===== src/rtl/j68_dec_arbiter_if.sv =====
// Request/response channels between the two decode requesters and the arbiter.
// The master modport is the requester side; the slave modport is the arbiter side.
interface j68_dec_arbiter_if;
    logic        req0_valid;
    logic [7:0]  req0_addr;
    logic        req0_ready;
    logic        rsp0_valid;
    logic [35:0] rsp0_data;
    logic        rsp0_ready;

    logic        req1_valid;
    logic [7:0]  req1_addr;
    logic        req1_ready;
    logic        rsp1_valid;
    logic [35:0] rsp1_data;
    logic        rsp1_ready;

    modport master (
        output req0_valid, req0_addr, rsp0_ready,
        output req1_valid, req1_addr, rsp1_ready,
        input  req0_ready, rsp0_valid, rsp0_data,
        input  req1_ready, rsp1_valid, rsp1_data
    );

    modport slave (
        input  req0_valid, req0_addr, rsp0_ready,
        input  req1_valid, req1_addr, rsp1_ready,
        output req0_ready, rsp0_valid, rsp0_data,
        output req1_ready, rsp1_valid, rsp1_data
    );
endinterface


===== src/rtl/j68_dec_arbiter.sv =====
// Two-port arbiter in front of the 256x36 decode ROM: one transaction in flight,
// CPU port favoured, debug port promoted after STARVE_LIMIT consecutive losses.
module j68_dec_arbiter #(
    parameter int unsigned STARVE_LIMIT = 4
) (
    input  logic               clock,
    input  logic               reset,
    j68_dec_arbiter_if.slave   bus,
    output logic [7:0]         rom_address,
    input  logic [35:0]        rom_q
);
    localparam logic [1:0] IDLE = 2'd0;
    localparam logic [1:0] WAIT = 2'd1;
    localparam logic [1:0] RESP = 2'd2;
    localparam logic [3:0] LIMIT = 4'(STARVE_LIMIT);

    logic [1:0]  state;
    logic        gnt_id;
    logic [7:0]  addr_q;
    logic [35:0] data_q;
    logic [3:0]  starve_cnt;

    logic        pick1;
    logic        take;
    logic [7:0]  win_addr;

    always_comb begin
        pick1    = bus.req1_valid && (!bus.req0_valid || starve_cnt >= LIMIT);
        // Gated by reset so ready and the ROM address read 0 while reset is held.
        take     = (state == IDLE) && !reset && (bus.req0_valid || bus.req1_valid);
        win_addr = pick1 ? bus.req1_addr : bus.req0_addr;
    end

    assign bus.req0_ready = take && !pick1;
    assign bus.req1_ready = take && pick1;
    assign rom_address    = take ? win_addr : addr_q;

    assign bus.rsp0_valid = (state == RESP) && !gnt_id;
    assign bus.rsp1_valid = (state == RESP) && gnt_id;
    assign bus.rsp0_data  = bus.rsp0_valid ? data_q : 36'd0;
    assign bus.rsp1_data  = bus.rsp1_valid ? data_q : 36'd0;

    always_ff @(posedge clock or posedge reset) begin
        if (reset) begin
            state      <= IDLE;
            gnt_id     <= 1'b0;
            addr_q     <= 8'd0;
            data_q     <= 36'd0;
            starve_cnt <= 4'd0;
        end else begin
            case (state)
                IDLE: begin
                    if (take) begin
                        gnt_id <= pick1;
                        addr_q <= win_addr;
                        state  <= WAIT;
                    end
                    // A debug request that is not picked here has lost to port 0.
                    if (pick1 || !bus.req1_valid)
                        starve_cnt <= 4'd0;
                    else if (starve_cnt != 4'hF)
                        starve_cnt <= starve_cnt + 4'd1;
                end
                WAIT: begin
                    data_q <= rom_q;
                    state  <= RESP;
                end
                RESP: begin
                    if (gnt_id ? bus.rsp1_ready : bus.rsp0_ready)
                        state <= IDLE;
                end
                default: state <= IDLE;
            endcase
        end
    end
endmodule


===== src/flat_wrapper.sv =====
// flat-port wrapper written by rule: the top's interface ports become plain ports
module j68_dec_arbiter_flat 
#(
    parameter int unsigned STARVE_LIMIT = 4
)
  (clock, reset, rom_address, rom_q, bus_req0_valid, bus_req0_addr, bus_rsp0_ready, bus_req1_valid, bus_req1_addr, bus_rsp1_ready, bus_req0_ready, bus_rsp0_valid, bus_rsp0_data, bus_req1_ready, bus_rsp1_valid, bus_rsp1_data);
  j68_dec_arbiter_if bus_i ();
  input  logic clock;
  input  logic reset;
  output logic [7:0] rom_address;
  input  logic [35:0] rom_q;
  input wire logic [$bits(bus_i.req0_valid)-1:0] bus_req0_valid;
  input wire logic [$bits(bus_i.req0_addr)-1:0] bus_req0_addr;
  input wire logic [$bits(bus_i.rsp0_ready)-1:0] bus_rsp0_ready;
  input wire logic [$bits(bus_i.req1_valid)-1:0] bus_req1_valid;
  input wire logic [$bits(bus_i.req1_addr)-1:0] bus_req1_addr;
  input wire logic [$bits(bus_i.rsp1_ready)-1:0] bus_rsp1_ready;
  output wire logic [$bits(bus_i.req0_ready)-1:0] bus_req0_ready;
  output wire logic [$bits(bus_i.rsp0_valid)-1:0] bus_rsp0_valid;
  output wire logic [$bits(bus_i.rsp0_data)-1:0] bus_rsp0_data;
  output wire logic [$bits(bus_i.req1_ready)-1:0] bus_req1_ready;
  output wire logic [$bits(bus_i.rsp1_valid)-1:0] bus_rsp1_valid;
  output wire logic [$bits(bus_i.rsp1_data)-1:0] bus_rsp1_data;
  assign bus_i.req0_valid = bus_req0_valid;
  assign bus_i.req0_addr = bus_req0_addr;
  assign bus_i.rsp0_ready = bus_rsp0_ready;
  assign bus_i.req1_valid = bus_req1_valid;
  assign bus_i.req1_addr = bus_req1_addr;
  assign bus_i.rsp1_ready = bus_rsp1_ready;
  assign bus_req0_ready = bus_i.req0_ready;
  assign bus_rsp0_valid = bus_i.rsp0_valid;
  assign bus_rsp0_data = bus_i.rsp0_data;
  assign bus_req1_ready = bus_i.req1_ready;
  assign bus_rsp1_valid = bus_i.rsp1_valid;
  assign bus_rsp1_data = bus_i.rsp1_data;
  j68_dec_arbiter #(.STARVE_LIMIT(STARVE_LIMIT)) u_core (.clock(clock), .reset(reset), .bus(bus_i), .rom_address(rom_address), .rom_q(rom_q));
endmodule

===== config.mk =====
export PLATFORM = sky130hd
export DESIGN_NAME = j68_dec_arbiter_flat
export DESIGN_NICKNAME = d
export VERILOG_FILES = /design/src/rtl/j68_dec_arbiter_if.sv /design/src/rtl/j68_dec_arbiter.sv /design/src/flat_wrapper.sv
export SDC_FILE = /design/constraint.sdc
export NUM_CORES = 1
export LEC_CHECK = 0
export CORE_ASPECT_RATIO = 1.1
export CORE_MARGIN = 2
export CORE_UTILIZATION = 40
export CTS_BUF_LIST = sky130_fd_sc_hd__clkbuf_8
export DETAILED_ROUTE_END_ITERATION = 16
export PLACE_DENSITY = 0.79
export SYNTH_ARGS = -nofsm -noshare
export SYNTH_HDL_FRONTEND = slang
export SYNTH_SLANG_ARGS = --single-unit

===== constraint.sdc =====
create_clock -name clock -period 2.6 [get_ports clock]
set_clock_uncertainty 0.2 [all_clocks]
set_input_delay 0.39 -clock clock [delete_from_list [all_inputs] [get_ports clock]]
set_output_delay 0.39 -clock clock [all_outputs]
set_load 0.05 [all_outputs]

==> results of run 1 <==
-- per-stage QoR --
stage,hold WS [ps],setup TNS [ps],util [%],total power [W]
floorplan,257,0,-,0.00339
global placement,276,-86.1,79.0,0.00506
detailed placement,300,-531,79.0,0.00515
CTS,316,0,80.7,0.00565
global route,338,-23.8,81.2,0.00592
finish,315,0,81.2,0.00563
-- worst max-delay path, delay by kind of cell --
family                 cells  cell delay (ps)
AO/OA/AOI/OAI              1              410
buffers and inverters      2              650
AND/OR/NAND/NOR            2              480
-- placed cells by master, fill, tap and decap left out --
| master | synthesis | final |
|---|---|---|
| a21boi_0 | 8 | 8 |
| ha_1 | 1 | 1 |
| or2_2 | 1 | 1 |
| buf_12 | 0 | 84 |
| nor2_1 | 3 | 1 |
| buf_4 | 1 | 13 |
| nor3b_2 | 1 | 1 |
| nand2b_1 | 2 | 1 |
| clkbuf_8 | 1 | 7 |
| nor2_2 | 0 | 2 |
| nand3_1 | 1 | 1 |
| dfrtp_1 | 51 | 51 |
| nand2_1 | 1 | 1 |
| nor3_1 | 1 | 1 |
| and3_4 | 1 | 1 |
| o21bai_1 | 1 | 1 |
| clkinvlp_4 | 0 | 1 |
| clkdlybuf4s50_1 | 0 | 57 |
| and3b_4 | 0 | 1 |
| inv_2 | 0 | 1 |
| and2_1 | 73 | 73 |
| nand2b_2 | 0 | 1 |
| nor2b_1 | 1 | 1 |
| nand4_1 | 1 | 1 |
| a221o_1 | 16 | 16 |
| inv_1 | 3 | 2 |
| mux2_2 | 37 | 37 |
| o21ai_0 | 7 | 7 |
-- routing by layer --
metal  track usage [%]  routed length [µm]  vias up  part of all wire, %
li1                  -                   -     1074                    -
met1              24.3                2940     1070                   39
met2              38.5                3820       99                   51
met3              7.27                 728        7                  9.6
met4              4.62                  63        0                 0.83
met5                 0                   0        -                    0
-- what timing repair did --
item                       4_1_cts  5_1_grt
gates resized for setup          1        1
setup endpoints to repair        8        8
pin swaps                        0        1
setup buffers                    0        4
-- power groups by stage --
| stage | clock network [W] | registers (W) | logic (W) |
|---|---|---|---|
| floorplan | 0 | 0.00133 | 0.00206 |
| global placement | 0 | 0.00138 | 0.00368 |
| finish | 0.000497 | 0.00140 | 0.00374 |
| detailed placement | 0 | 0.00140 | 0.00375 |
| CTS | 0.000513 | 0.00140 | 0.00375 |
| global route | 0.000548 | 0.00146 | 0.00391 |
-- cell type report --
cell class,instances,area [µm²],area share (%)
Sequential cell,51,1280,25.1
Clock buffer,7,96.3,1.89
Tap cell,80,100,1.97
Timing Repair Buffer,154,2350,46.2
Clock inverter,1,7.51,0.147
Multi-Input combinational cell,157,1250,24.5
Inverter,3,11.3,0.221
-- path summary, 6_finish.rpt --
path / to / cells past startpoint
max: rom_address[5] / 5
min: u_core.starve_cnt[0]$_DFFE_PP0P_ / 1
max reg2reg: u_core.data_q[27]$_DFFE_PP0N_ / 3
min reg2reg: u_core.starve_cnt[0]$_DFFE_PP0P_ / 1
max in group asynchronous: u_core.addr_q[4]$_DFFE_PP0P_ / 3
min in group asynchronous: u_core.starve_cnt[3]$_DFFE_PP0P_ / 3
-- cell families after synthesis --
kind of cell / after synthesis / share of synthesized area [%]
AOI/OAI and AO/OA: 32 / 10.0
adders and majority gates: 1 / 0.476
buffers and inverters: 19 / 4.29
DFF: 51 / 48.6
muxes: 37 / 15.9
and+or+nand+nor: 87 / 20.8
-- cells in the mapped netlist (2+ instances only) --
cell	instances
o21ai_0	7
clkbuf_1	7
mux2_2	37
buf_2	4
nand2b_1	2
buf_6	3
nor2_1	3
dfrtp_1	51
a21boi_0	8
a221o_1	16
and2_1	73
inv_1	3
-- state kept, by name, summed over array words and instances, names as in the netlist --
| signal | count |
|---|---|
| u_core.starve_cnt | 4 |
| u_core.addr_q | 8 |
| u_core.gnt_id | 1 |
| u_core.data_q | 36 |
| u_core.state | 2 |
==> flow_results.org, run 1 <==
** Worst setup path
- The critical path is of the in -> out type.
- Data arrival, critical path :: ~1900 ps
- The critical path goes through clkdlybuf4s50_1 > nor3b_2 > and3b_4 > a221o_1 > buf_12.
- For flop-to-flop paths, the worst setup slack is ~670 ps.
- STA classifies the critical path endpoint as a primary output.
- The worst setup path is launched from an input pin.
- In this run the worst path has a maximum fanout of 16.
- On the worst path, the slowest cell contributes a delay of between 400 and 500 ps.
- Slowest CP cell :: clkdlybuf4s50_1
- The most critical setup path has its startpoint at bus_req0_valid.
- The worst register-to-register path begins at u_core.state[1]$_DFFE_PP0P_.
- STA puts the critical path data required time at around 2000 ps.

** Hold path
- Path category of the worst min-delay check :: reg -> reg
- The worst hold path begins at u_core.starve_cnt[0]$_DFFE_PP0P_.

** CTS
- CTS built an H-tree with a depth of 2.
- Worst-case clock buffer depth :: 2
- For the worst-skew pair, the clock arrives at the later sink with an insertion delay of about 300 ps.
- Buffers inserted to repair hold after CTS numbered 0.
- TritonCTS sink count :: 51
- Number of buffers created by CTS :: 5
- TritonCTS built the clock tree.
- Clock input transition at the sequential cells of the worst setup and hold paths :: roughly 90 ps
- Library cell used as clock root buffer :: clkbuf_8

** Global route
- Entering global routing, the biggest net connects 52 pins.
- Initial antenna violation count :: 0
- The total overflow left after global routing is 0.
- For this run, the total global-route usage over all layers was measured as about a fifth.
- Via count of the first global-routing pass :: between 2000 and 2500
- Global-route wire length before repair :: 11700 µm

** Yosys
- The number of nets in the synthesized netlist is ~290.
- Among all flip-flop cells after synthesis, the most frequent one is dfrtp_1.
- The average instance in the mapped netlist occupies approximately 12 µm².
- Sequential cells were found to cover approximately 49% of the synthesized design area.
- The number of different library cells used by synthesis comes to 25.
- Summed over all instances, the cell type with the most area after synthesis is dfrtp_1.
- Most area-consuming cells after synthesis :: dfrtp_1 (49%), and2_1 (17%), mux2_2 (16%)
- For this run, the number of Yosys warnings is 0.
- Post-Synthesis Cell Area :: 2630 µm²
- Share of synthesized registers carrying an async set or reset :: 100%
- Counting flops and latches in the post-synthesis netlist gives ~50.
- In this run, synthesis inferred 0 flip-flops with an integrated enable.
- Synth top area share :: between 40% and 50%
- Cells after synthesis :: around 230

** STA
- Period utilisation layout :: a little over nine tenths
- The final number of max-transition violations came to 0.
- Setup violators final :: 0
- Setup slack closes at between 60 and 70 ps.
- The worst pin sits at a relative slew slack of between 50% and 60%.
- The routed design could run at a clock period as short as around 2500 ps.
- Timing would allow up to 395 MHz.
- Least-Margin Pin Slew :: 637 ps
- The number of hold violations in the final report was 0.

** Layout
- The repair_antennas step left the layout with diodes totalling 0.
- Final-layout fill cell count :: 353
- Non-filler instance count after layout :: 453
- Area grow syn2layout :: 93.8%
- After the last flow step, the layout net total stands at roughly 430.
- Fraction of final layout cells with drive strength greater than 1 :: 40.2%
- After routing the design area is between 5000 and 6000 µm².

** Power
- Across the VDD grid, the largest voltage drop is 670 µV.
- Internal Dissipation :: 0.00325 W
- NetSw :: around 0.0024 W
- Leak :: 2.16 nW
- Of the total power, combinational logic draws between 60% and 70%.
- Registers are responsible for about a quarter of the overall power.
- Part of the total power dissipated in the clock network :: under 10%
- Net switching is a little over two fifths of the power.
- Cell Pwr Density :: 1110 nW/µm²

** Placement
- Routability-driven placement finished with a final weighted congestion of ~0.75.
- Number of instances in the placed design :: 441
- Worst slack at placement :: -75.5 ps
- Detailed placement finished with a half-perimeter wire length of roughly 5900 µm.
- Post-DP Area :: ~5000 µm²
- Buffers placed on the I/O ports in this run total 141.

** Floorplan
- Vert. Die Dim :: between 80 and 90 µm
- The floorplan step defined a core boundary enclosing between 6000 and 7000 µm².
- Once the floorplan was initialized, standard cells occupied between 40% and 50% of the core.
- Full die area :: 7230 µm²
- Horizontal extent of the die :: between 80 and 90 µm
- Row generation in the floorplan step produced 30 rows.
- between 100 and 150 I/O pins were placed.

** Drt
- Dividing the detail-routed via count by the number of cells gives about 5.0.
- Length of the first detailed-routing pass in iterations :: 4
- Number of vias in the routed layout :: 2250
- In the routed design, unresolved DRC markers number 0.
- In this run the remaining antenna-violating nets after routing total 0.
- Wire length reported by the detailed router :: about 7600 µm
- In the final routed layout, each cell accounts on average for ~17 µm.
- In this run, the number of DRC markers left after iteration 0 of detailed routing was 48.

** Outcome
- The run finished with clean final reports.

** Flow run
- Across the run, the number of max-cap violations was 0.
(Power assumes the default switching activity.)
==> run 2, diff against run 1 <==
- CORE_MARGIN: 2 -> 5
==> run 2 against run 1 <==
  * Sequential power is essentially flat
  * Clock power fell by 14%
  * Combinational power is essentially flat
  * Global-route usage fell by 3.2 points
  * Die area up 15%
  * Power decreased by 1.2%
  * First-iteration DRC count is 2.1% higher
  * Maximum frequency is 1.4% higher
  * Worst hold slack lost 9.6 ps
  * Largest cell class unchanged
==> flow_results.org, run 2 (same netlist as run 1, synthesis figures left out) <==
** Layout
- The register with the most flip-flops in the final layout is u_core.data_q.
- The number of fill cells in the layout was 396 (+12%).
- The non-filler instance count after layout is 452 (-0.22%).
- The antenna diode count came to 0 (unchanged).
- The final net count came to 428 (-0.70%).
- The flip-flop count of the largest register after layout is 36 (unchanged).
- Final core utilization :: 78.6% (-2.6 points)
- Area grow syn2layout :: 93.9% (about the same)
- Fraction of final layout cells with drive strength greater than 1 :: 39.5% (-0.76 points)
- The largest registers in the layout are u_core.data_q x36, u_core.addr_q x8, u_core.starve_cnt x4.
- Most common library cell in the layout ignoring fill and taps :: buf_12
- Leaving out fill and tap cells, the most frequent cells in the layout are buf_12 (87), and2_1 (73), clkdlybuf4s50_1 (56), dfrtp_1 (51), mux2_2 (37).

** CTS
- CTS H-Tree Depth :: 2 (unchanged)
- Clock input transition at the sequential cells of the worst setup and hold paths :: 90 ps (about the same)
- Worst-case clock buffer depth :: 2 (unchanged)
- The CTS buffer count was 5 (unchanged).
- Library cell used as clock root buffer :: clkbuf_8
- TritonCTS sink count :: 51 (unchanged)
- Count of hold buffers inserted by post-cts repair :: 0 (unchanged)
- The clock insertion delay at the later pin of the skew report is 290 ps (about the same).
- TritonCTS built the clock tree.

** STA
- The number of failing setup endpoints in the final timing report is 0 (unchanged).
- Period utilisation layout :: 96.1% (-1.4 points)
- Slew HR :: 59.6% (+2.1 points)
- The slew at the pin closest to its max-slew limit came to 604 ps (-32.9 ps).
- RSZ-0062 raised after global routing :: no
- The highest clock rate was 400 MHz (+1.4%).
- The number of hold violations in the final report was 0 (unchanged).
- The final critical-path required period came to 2500 ps (-35.5 ps).
- Sum of negative setup slack :: 0 ps (unchanged)
- The final number of max-transition violations came to 0 (unchanged).
- The tightest hold margin came to 305 ps (-9.64 ps).

** Drt
- Length of the first detailed-routing pass in iterations :: 4 (unchanged)
- The final routed DRC violation total is 0 (unchanged).
- Wire length reported by the detailed router :: 7320 µm (-3.1%)
- The number of vias after detailed routing was 2274 (+1.1%).
- The number of design-rule violations left by the first detailed-router iteration is 49 (+2.1%).
- The remaining number of nets flagged by the antenna check after routing was 0 (unchanged).
- WL per Instance :: 16.2 µm (-2.9%)
- The mean number of vias per cell is 5.03 (+1.3%).

** Placement
- Buffers on Ports :: 141 (unchanged)
- The half-perimeter wire length after detailed placement is 5880 µm (+0.21%).
- Final Wtd Congestion :: 0.807 (+8.3%)
- The number of cells after detailed placement was 444 (+0.68%).

** Global route
- The via count of the first global-routing pass was 2331 (+1.5%).
- GRT Overall Usage :: 18.0% (-3.2 points)
- The number of antenna violations at the first check in global routing was 0 (unchanged).
- The pin count of the biggest net entering global routing came to 28 (-46%).
- Global-route wire length before repair :: 11700 µm (+0.18%)
- The remaining global-route overflow came to 0 (unchanged).

** Worst setup path
- For this design, the slowest cell found on the critical path is clkdlybuf4s50_1.
- Data arrival, critical path :: 1910 ps (-30 ps)
- Critical Path End Type :: primary output
- Type of element launching the critical path :: input pin
- The combined buffer and inverter count along the critical path came to 2 (unchanged).
- Start of the worst register-to-register path :: u_core.starve_cnt[3]$_DFFE_PP0P_
- Cell type group with the largest total delay on the critical path :: buffers and inverters
- Chain of cells forming the critical path :: clkdlybuf4s50_1 > or2_2 > a21boi_0 > a221o_1 > buf_12
- Kind of critical path :: in -> out
- Worst setup path startpoint :: bus_req1_valid
- Max incr delay on CP :: 480 ps (about the same)
- The maximum fanout count along the critical path is 9 (-7).
- Required time of the critical path :: 2010 ps (about the same)

** Power
- The total design power came to 0.00556 W (-1.2%).
- Leak :: 2.16 nW (+0.26%)
- The power density over cell area is 1090 nW/µm² (-1.3%).
- Peak VDD IR :: 683 µV (+1.8%)

** Floorplan
- Horizontal extent of the die :: 87.3 µm (+7.4%)
- Number of top-level pins :: 142 (unchanged)
- Effective utilization at floorplan :: 40.5% (-1.4 points)
- The number of core rows is 31 (+3.3%).
- Vert. Die Dim :: 95.0 µm (+6.7%)
- Full die area :: 8290 µm² (+15%)
- Core Box Area :: 6480 µm² (+3.3%)

** Hold path
- Start point of the worst min-delay path :: u_core.starve_cnt[0]$_DFFE_PP0P_
- Path category of the worst min-delay check :: reg -> reg

** Flow run
- Number of max-cap violations :: 0 (unchanged)

** Outcome
- The flow ran to the end, and the final reports show no timing, DRC or antenna violations.
## run 2: cell count changes in the layout (fill, tap and decap cells not counted), moves of 2 or more
cell / previous run / this run
buf_4: 13 / 7
clkbuf_8: 7 / 5
buf_12: 84 / 87
inv_1: 2 / 4
## run 2: worst paths after layout
| check | endpoint | slack, ps | cells past startpoint |
|---|---|---|---|
| setup / recovery | rom_address[1] | 100 | 5 |
| hold / removal | u_core.starve_cnt[0]$_DFFE_PP0P_ | 310 | 1 |
| max in group asynchronous | u_core.data_q[8]$_DFFE_PP0N_ | 1320 | 3 |
| hold reg to reg | u_core.starve_cnt[0]$_DFFE_PP0P_ | 310 | 1 |
| min in group asynchronous | u_core.starve_cnt[2]$_DFFE_PP0P_ | 330 | 2 |
| setup reg to reg | u_core.addr_q[4]$_DFFE_PP0P_ | 730 | 5 |
## run 2: layer usage
| layer | up-vias | wire (µm) | GRT usage, % | part of all wire, % |
|---|---|---|---|---|
| li1 | 1064 | - | - | - |
| met1 | 1084 | 2790 | 21.2 | 38 |
| met2 | 122 | 3660 | 31.6 | 50 |
| met3 | 4 | 821 | 6.02 | 11 |
| met4 | 0 | 46 | 4.22 | 0.63 |
| met5 | - | 0 | 0 | 0 |
## run 2: area by class of cell
class / count / area, µm² / area share, %
tap: 82 / 103 / 2.01
multi-input combinational: 157 / 1260 / 24.7
clock inverter: 3 / 12.5 / 0.246
timing repair buffer: 151 / 2360 / 46.4
inverter: 3 / 11.3 / 0.221
clock buffer: 5 / 68.8 / 1.35
sequential: 51 / 1280 / 25.1
## run 2: power breakdown
group | internal, W | switching (W)
sequential | 0.00117 | 0.000225
clock | 0.000182 | 0.000244
combinational | 0.00185 | 0.00189
## run 2: metrics by stage
stage,instance area (µm²),setup WS [ps]
floorplan,2630,33.0
CTS,5090,99.5
detailed placement,5000,-82.6
finish,5090,102
global placement,5000,18.1
global route,5090,6.72
## run 2: what timing repair did
| item | in CTS | in global routing |
|---|---|---|
| gates resized for setup | 3 | 1 |
| cloned | 0 | 0 |
| endpoints found under the setup margin | 8 | 2 |
| pin swaps | 8 | 0 |
| setup buffers | 0 | 0 |
==> run 3, diff against run 2 <==
- CAP_MARGIN: unset -> 25
- CORE_UTILIZATION: 40 -> 35
- PLACE_DENSITY: 0.79 -> 0.7
==> run 3 against run 2 <==
  * Sequential power hardly changed
  * Sequential share of layout area is 0.12 points lower
  * Non-clock buffer count is 2 higher
  * Worst hold slack worse by 6.4 ps
  * Critical path depth stayed put
  * Sequential cell count stayed put
  * Cell area is 0.49% higher
  * Critical path type unchanged
==> flow_results.org, run 3 (same netlist as run 1, synthesis figures left out) <==
** Outcome
- Result of the run :: completed

** Power
- The register share of total power came to 25.1% (about the same).
- Total Power Consumption :: 0.00559 W (+0.54%)
- The clock network power share came to 7.7% (about the same).
- Proportion of total power due to net switching :: 42.5% (+0.11 points)
- Peak VDD IR :: 545 µV (-20%)
- The power spent charging and discharging nets is 0.00238 W (+0.81%).
- The cell-internal power is 0.00322 W (+0.34%).
- Leak :: 2.19 nW (+1.1%)
- The power density over cell area was 1090 nW/µm² (about the same).
- Combinational share of power :: 67.3% (about the same)

** STA
- The number of hold violations in the final report came to 0 (unchanged).
- Setup violators final :: 0 (unchanged)
- Least-Margin Pin Slew :: 549 ps (-55.7 ps)
- Sum of negative setup slack :: 0 ps (unchanged)
- The final number of max-transition violations was 0 (unchanged).
- The final clock period utilization by the worst path is 95.1% (-0.95 points).
- Final min period :: 2470 ps (-24.6 ps)
- Timing-limited maximum frequency :: 404 MHz (+0.99%)
- Slew HR :: 63.4% (+3.8 points)
- The tightest hold margin was 299 ps (-6.38 ps).
- Worst Slack Setup Final :: 127 ps (+24.6 ps)
- RSZ-0062 raised after global routing :: no

** Worst setup path
- Capture instance of the worst register-to-register path :: u_core.data_q[9]$_DFFE_PP0N_
- STA classifies the critical path startpoint as an input pin.
- In this run the worst setup path begins at bus_req1_valid.
- The worst register-to-register path begins at u_core.state[1]$_DFFE_PP0P_.
- Kind of critical path :: in -> out
- Reg2Reg Depth :: 3 (-2)
- The flop-to-flop setup slack came to 690 ps (-40 ps).
- The worst setup path is captured at a primary output.
- The critical path data required time was 2010 ps (about the same).
- Critical path fanouts, max :: 9 (unchanged)
- Data arrival, critical path :: 1880 ps (-30 ps)

** Global route
- Initial antenna violation count :: 0 (unchanged)
- The global-route wire length before repair is 12300 µm (+5.3%).
- The pin count of the biggest net entering global routing was 30 (+7.1%).
- Total congestion overflow after global routing :: 0 (unchanged)
- The via count of the first global-routing pass came to 2359 (+1.2%).
- The global routing usage summed across all routing layers was 16.7% (-1.3 points).

** Placement
- Buffers on Ports :: 141 (unchanged)
- Post-DP Area :: 5010 µm² (+0.28%)
- The half-perimeter wire length after detailed placement is 6030 µm (+2.5%).
- Worst slack at placement :: 11.9 ps (+94.5 ps)
- Final Wtd Congestion :: 0.772 (-4.3%)

** Drt
- Wire length reported by the detailed router :: 7540 µm (+3.0%)
- Number of vias in the routed layout :: 2273 (-0.044%)
- The number of design-rule violations left by the first detailed-router iteration was 24 (-51%).
- Antenna viol nets, final :: 0 (unchanged)
- Length of the first detailed-routing pass in iterations :: 4 (unchanged)
- The average wire length per cell after detail routing came to 16.4 µm (+1.5%).
- The final routed DRC violation total is 0 (unchanged).
- Vias per cell :: 4.95 (-1.6%)

** Layout
- Fraction of final layout cells with drive strength greater than 1 :: 39.8% (+0.33 points)
- Final Cell Area :: 5120 µm² (+0.49%)
- Area grow syn2layout :: 94.9%
- Largest register by flop count :: u_core.data_q
- The largest registers in the layout are u_core.data_q x36, u_core.addr_q x8, u_core.starve_cnt x4.
- Max FFs per register :: 36 (unchanged)
- Number of inserted diodes :: 0 (unchanged)
- In the layout the commonest cells are buf_12 (87), and2_1 (73), clkdlybuf4s50_1 (56), dfrtp_1 (51), mux2_2 (37).
- The library cell used most frequently in the layout, excluding fill and tap cells, is buf_12.
- Number of nets in the final layout :: 430 (+0.47%)

** CTS
- Worst-skew pair later-pin latency :: 300 ps (about the same)
- Clock input transition at the sequential cells of the worst setup and hold paths :: 90 ps (about the same)
- The CTS buffer count came to 5 (unchanged).
- The clock sink count was 51 (unchanged).
- The clock tree buffer depth is 2 (unchanged).
- The cell sitting at the root of the clock tree is a clkbuf_8.
- The hold-fix buffer count after cts came to 0 (unchanged).
- CTS tree :: yes
- CTS H-Tree Depth :: 2 (unchanged)

** Floorplan
- The die span in x is 92.6 µm (+6.1%).
- Core Box Area :: 7390 µm² (+14%)
- Effective utilization at floorplan :: 35.5% (-5.0 points)
- The die extent in y is 101 µm (+6.2%).
- Number of top-level pins :: 142 (unchanged)
- The number of core rows came to 33 (+6.5%).
- Full die area :: 9340 µm² (+13%)

** Hold path
- The min-delay analysis places its worst path in the category in -> async.

** Flow run
- The max-cap check violation count is 0 (unchanged).
## run 3: changes by cell type in the layout (fill, tap and decap cells not counted)
cell	before	now
a21boi_0	8	0
a21boi_1	0	8
buf_4	7	9
dlygate4sd2_1	1	0
dlymetal6s2s_1	0	1
## run 3: per-layer routing
| metal | track usage (%) | up-vias | routed length (µm) |
|---|---|---|---|
| met5 | 0 | - | 0 |
| met2 | 28.0 | 120 | 3470 |
| li1 | - | 1069 | - |
| met1 | 20.5 | 1073 | 3240 |
| met3 | 5.83 | 11 | 727 |
| met4 | 4.46 | 0 | 106 |
## run 3: worst max-delay path: stages
cell and delay, ps:
clkdlybuf4s50_1 480, or2_2 400, a21boi_1 260, a221o_1 200, buf_12 150
## run 3: worst max path at each step
stage | end | slack, ps | cells after the start
2_1_floorplan | bus_rsp0_data[26] | 30 | 4
3_3_place_gp | rom_address[0] | 50 | 6
3_5_place_dp | rom_address[2] | 10 | 6
4_1_cts | rom_address[7] | 6 | 6
5_1_grt | rom_address[1] | 40 | 5
6_report | rom_address[2] | 130 | 5
## run 3: final cells by class
type	instances	area, µm²
clock buffers	5	68.8
clock inverters	3	12.5
fillers	539	2270
inverters	3	11.3
multi-input cells	157	1260
flip-flops and latches	51	1280
well taps	87	109
repair buffers	153	2380
## run 3: power groups by stage
stage               logic [W]  clock network [W]  registers [W]
floorplan             0.00206                  0        0.00133
global placement      0.00373                  0        0.00140
detailed placement    0.00379                  0        0.00142
CTS                   0.00380           0.000451        0.00141
global route          0.00394           0.000483        0.00148
finish                0.00376           0.000429        0.00140
## run 3: repair_timing
item / in CTS / in global routing
endpoints found under the setup margin: 1 / 8
pin swaps: 0 / 8
hold endpoints to repair: 0 / 0
buffers inserted: 0 / 1
gates resized for setup: 1 / 11
## run 3: through the flow
| stage | utilization (%) | instances |
|---|---|---|
| floorplan | - | 227 |
| global route | 69.2 | 459 |
| global placement | 67.8 | 450 |
| detailed placement | 67.8 | 450 |
| CTS | 68.9 | 458 |
| finish | 69.2 | 459 |
